$ cat src/rtl/servant_ext_irq_gen.sv
// Interrupt stimulus for the servant harness: raises ext_irq after a programmable delay,
// holds it until mret, re-arms periodically and records entry/service latency.
module servant_ext_irq_gen #(
    parameter int unsigned INTERRUPT_TIME = 3000,
    parameter int unsigned PERIOD         = 0,
    parameter int unsigned MAX_IRQS       = 0,
    parameter logic [31:0] HANDLER_ADR    = 32'h0,
    parameter int unsigned TIMEOUT        = 100000,
    parameter int unsigned CNT_W          = 32
) (
    input  logic             wb_clk,
    input  logic             wb_rst,
    input  logic             i_en,
    input  logic [31:0]      pc_adr,
    input  logic             pc_vld,
    input  logic             mret,
    output logic             ext_irq,
    output logic [15:0]      o_irq_cnt,
    output logic [CNT_W-1:0] o_entry_lat,
    output logic [CNT_W-1:0] o_lat,
    output logic             o_lat_vld,
    output logic             o_timeout,
    output logic             o_spurious,
    output logic             o_done
);

    // The release cycle after reset is itself a counted cycle, so the first delay loads one less.
    localparam logic [CNT_W-1:0] FIRST_LOAD  = CNT_W'(INTERRUPT_TIME - 1);
    localparam logic [CNT_W-1:0] PERIOD_LOAD = CNT_W'(PERIOD);
    localparam logic [CNT_W-1:0] LAT_LAST    = CNT_W'(TIMEOUT - 1);
    localparam logic [31:0]      MAX_V       = 32'(MAX_IRQS);
    localparam logic             ONE_SHOT    = (PERIOD == 0);
    localparam logic             LIMITED     = (MAX_IRQS != 0);

    typedef enum logic [1:0] {
        ST_WAIT,
        ST_ACTIVE,
        ST_DONE
    } state_t;

    state_t           state;
    logic [CNT_W-1:0] cnt;
    logic [CNT_W-1:0] lat;
    logic             entry_seen;
    logic             entry_hit;
    logic             last_irq;

    assign entry_hit = pc_vld && (pc_adr == HANDLER_ADR) && !entry_seen;
    assign last_irq  = ONE_SHOT || (LIMITED && ({16'd0, o_irq_cnt} == MAX_V));

    always_ff @(posedge wb_clk) begin
        if (wb_rst) begin
            state       <= ST_WAIT;
            cnt         <= FIRST_LOAD;
            lat         <= '0;
            entry_seen  <= 1'b0;
            ext_irq     <= 1'b0;
            o_irq_cnt   <= '0;
            o_entry_lat <= '0;
            o_lat       <= '0;
            o_lat_vld   <= 1'b0;
            o_timeout   <= 1'b0;
            o_spurious  <= 1'b0;
            o_done      <= 1'b0;
        end else begin
            o_lat_vld <= 1'b0;
            if (mret && (state != ST_ACTIVE)) begin
                o_spurious <= 1'b1;
            end

            case (state)
                ST_WAIT: begin
                    if (i_en) begin
                        if (cnt <= CNT_W'(1)) begin
                            state      <= ST_ACTIVE;
                            ext_irq    <= 1'b1;
                            cnt        <= '0;
                            lat        <= '0;
                            entry_seen <= 1'b0;
                            if (o_irq_cnt != 16'hFFFF) begin
                                o_irq_cnt <= o_irq_cnt + 16'd1;
                            end
                        end else begin
                            cnt <= cnt - CNT_W'(1);
                        end
                    end
                end

                ST_ACTIVE: begin
                    if (entry_hit) begin
                        o_entry_lat <= lat;
                        entry_seen  <= 1'b1;
                    end
                    // mret takes priority over a timeout landing on the same cycle.
                    if (mret) begin
                        o_lat     <= lat;
                        o_lat_vld <= 1'b1;
                        ext_irq   <= 1'b0;
                        if (last_irq) begin
                            state  <= ST_DONE;
                            o_done <= 1'b1;
                        end else begin
                            state <= ST_WAIT;
                            cnt   <= PERIOD_LOAD;
                        end
                    end else if (lat == LAT_LAST) begin
                        o_timeout <= 1'b1;
                        ext_irq   <= 1'b0;
                        state     <= ST_DONE;
                        o_done    <= 1'b1;
                    end else begin
                        lat <= lat + CNT_W'(1);
                    end
                end

                ST_DONE: begin
                    ext_irq <= 1'b0;
                    o_done  <= 1'b1;
                end

                default: begin
                    state <= ST_WAIT;
                end
            endcase
        end
    end

endmodule

$ cat config.mk
export PLATFORM = sky130hd
export DESIGN_NAME = servant_ext_irq_gen
export DESIGN_NICKNAME = d
export VERILOG_FILES = /design/src/rtl/servant_ext_irq_gen.sv
export SDC_FILE = /design/constraint.sdc
export NUM_CORES = 1
export LEC_CHECK = 0
export CORE_MARGIN = 4
export CORE_UTILIZATION = 35
export DETAILED_ROUTE_END_ITERATION = 12
export GPL_ROUTABILITY_DRIVEN = 0
export PLACE_DENSITY = 0.54
export SLEW_MARGIN = 25
export SYNTH_ARGS = -nofsm -noshare
export SYNTH_HDL_FRONTEND = slang
export SYNTH_SLANG_ARGS = --single-unit
export TNS_END_PERCENT = 20
$ cat constraint.sdc
create_clock -name wb_clk -period 4.71 [get_ports wb_clk]
set_input_delay 1.1775 -clock wb_clk [delete_from_list [all_inputs] [get_ports wb_clk]]
set_output_delay 1.1775 -clock wb_clk [all_outputs]
set_load 0.02 [all_outputs]
==> flow_metrics.tcl <==
set metrics [dict create \
    outcome "finished clean" \
    grt_max_degree 70 \
    fin_crit_ns 3.485 \
    drt_wl_total_mm 17.05 \
    ir_worst_vdd_uv 221.4 \
    grt_pass1_vias 5610 \
    post_cts_resized 0 \
    end_kind "flip-flop" \
    die_area_um2 20760 \
    worstPathMaxFanout 18 \
    drive_gt1_share_pct 5.299 \
    setup_viol 0 \
    p_leak_uw 0.002741 \
    tightest_slew_ns 0.9406 \
    clock_path_buffers 2 \
    netlist.area_leader.share_pct 46.95 \
    num_rows 49 \
    vias 5755 \
    fin_tns_setup_ns 0 \
    ys_warn_count 0 \
    synth.most_common_cell "dfxtp_1" \
    async_reset_ff_share_pct 0 \
    synth.distinct_cells 47 \
    synth_edf_count 0 \
    io_buffers 121 \
    critPathRequiredTime_ns 5.06 \
    synth_area_leader_cell "dfxtp_1" \
    pin_count 122 \
    areaGrowthSynthToFinish_pct 31.02 \
    fin_area_um2 8492 \
    grt_pass1_wl_mm 28.29 \
    numCtsBuffers 17 \
    synth_common_cells "dfxtp_1 (152), nand2_1 (107), nor2_1 (94)" \
    dieWidth_um 144.1 \
    grt.total_usage_pct 16.81 \
    core_region_area_um2 18090 \
    wl_per_cell_um 15.28 \
    crit_type "reg2reg" \
    dpl.hpwl_mm 11.92 \
    root_buffer "clkbuf_16" \
    maxCapViolations 0 \
    reg2reg_depth 6 \
    antenna_found_initial 0 \
    syn_inst 762 \
    critPathMaxStageDelay_ns 0.76 \
    synth_top_flop_cell "dfxtp_1" \
    r2r_slack_ns 1.22 \
    relSlewSlack_pct 36.47 \
    cts_setup_buffers 0 \
    path_cells "nor4_1 -> nand4_1 -> o41a_1 -> a2111o_1 -> or4_1 -> a21oi_1" \
    cts_tree "done" \
    max_freq_ghz 0.2869 \
    arrival_ns 3.83 \
    num-nets-final 918 \
    n_antenna_cell 0 \
    p_per_area_nw_per_um2 323.6 \
    start_kind "flip-flop" \
    min_to "o_lat[2]$_SDFFE_PP0P_" \
    period_share_pct 74.00 \
    hold_viol 0 \
    via_per_inst 5.157 \
    dpl_cell_area_um2 7889 \
    drv_slew 0 \
    first_pass_iters 4 \
    hold_start "o_lat[2]$_SDFFE_PP0P_" \
    critPathSlowestCell "nor4_1" \
    holdCritPathClass "reg2reg" \
    clock_skew_ns 0.01294 \
    syn_area_um2 6481 \
    netlist_top_cells_area "dfxtp_1 (47%), nand2_1 (6.2%), nor2_1 (5.4%)" \
    syn_nets 806 \
    clk_pin_slew_ns 0.07 \
    grt-ovfl-total 0 \
    htreeDepth 4 \
    die_h_um 144.1 \
    initial_core_util_pct 35.84 \
    drtIter0Drc 219 \
    remaining_drc_errors 0 \
    clock_latency_ns 0.43 \
    hold_buffers 0 \
    ys_ff_latch 152 \
    timing.rr.end "lat[27]$_SDFFE_PP0P_" \
    cts_sinks 152 \
    hold_depth 2 \
    synth_area_per_cell_um2 8.506 \
    rsz0062_at_grt "no" \
    reg2reg_from "cnt[5]$_SDFFE_PP1P_" \
    drtAntennaViolNets 0 \
    ys_seq_area_share_pct 46.95 \
]
-- kinds of logic (layout without fill, tap and decap cells) --
| kind of cell | count (synthesis) | after routing | synth area share (%) |
|---|---|---|---|
| multiplexers | 35 | 35 | 5.405 |
| buffers and inverters | 51 | 176 | 3.224 |
| adder cells (fa/ha/maj) | 7 | 7 | 1.351 |
| XOR/XNOR | 46 | 46 | 6.216 |
| AND/OR/NAND/NOR | 352 | 352 | 26.29 |
| AO/OA/AOI/OAI | 119 | 119 | 10.56 |
| flip-flops | 152 | 152 | 46.95 |
-- routing by layer --
metal  share of wire (%)  global-route usage, %
met5                   0                      0
met4                 1.2                  5.154
met3                 4.0                  4.663
met2                  47                  27.24
met1                  48                  21.85
-- worst max path at each step --
stage,from,to,cells past startpoint
after floorplan,i_en,cnt[30]$_SDFFE_PP0P_,6
after global placement,i_en,lat[27]$_SDFFE_PP0P_,6
after detailed placement,i_en,cnt[21]$_SDFFE_PP0P_,8
after CTS,cnt[5]$_SDFFE_PP1P_,lat[27]$_SDFFE_PP0P_,6
after global routing,cnt[5]$_SDFFE_PP1P_,lat[29]$_SDFFE_PP0P_,6
final,cnt[5]$_SDFFE_PP1P_,lat[27]$_SDFFE_PP0P_,6
-- through the flow --
step                      utilization [%]  std cells  power, µW  hold slack (ns)  setup WS, ns
after floorplan                         -        762       1350           0.4625         1.492
after global placement              43.62       1084       1390           0.4443         1.144
after detailed placement            43.62       1084       1391           0.4485         1.094
after CTS                           46.95       1116       2788           0.4581         1.307
after global routing                46.95       1116       2862           0.4722         1.013
final                               46.95       1116       2748           0.4554         1.225
-- power by group --
part           switching [µW]  leakage (µW)  total [µW]  internal, µW
clock                     578      0.000285        1390           809
combinational            36.5       0.00123        72.0          35.4
sequential               2.28       0.00122        1290          1290
-- area by class of cell --
cell class | instances | area, µm²
clock buffers | 18 | 439.2
repair buffers | 129 | 1269
flip-flops and latches | 152 | 3043
multi-input cells | 559 | 3234
well taps | 229 | 286.5
fillers | 1744 | 9594
inverters | 15 | 56.30
clock inverters | 14 | 163.9
-- worst max-delay path: cells and delay by family, from the launching register on --
family             cells  cell delay [ns]
AOI/OAI and AO/OA      3             1.41
DFF                    1             0.34
and+or+nand+nor        3             1.66
-- flip-flops by register name, indices dropped and copies added, names as in the netlist --
| name | count |
|---|---|
| o_irq_cnt | 16 |
| o_spurious | 1 |
| cnt | 32 |
| o_lat | 32 |
| ext_irq | 1 |
| o_lat_vld | 1 |
| lat | 32 |
| entry_seen | 1 |
| o_entry_lat | 32 |
| state | 2 |
| o_done | 1 |
| o_timeout | 1 |
-- placed cells by master (no fill, tap or decap), types with 20 or more instances in the layout --
master           synthesis  routed
nand2_1                107     107
or3_1                   26      26
clkdlybuf4s50_1          0     120
xnor2_1                 28      28
nor4_1                  24      24
nor3_1                  21      20
a21oi_1                 64      64
dfxtp_1                152     152
nor2_1                  94      94
mux2i_1                 35      35
o21ai_0                 24      24
Power figures use the tool's default switching activity.
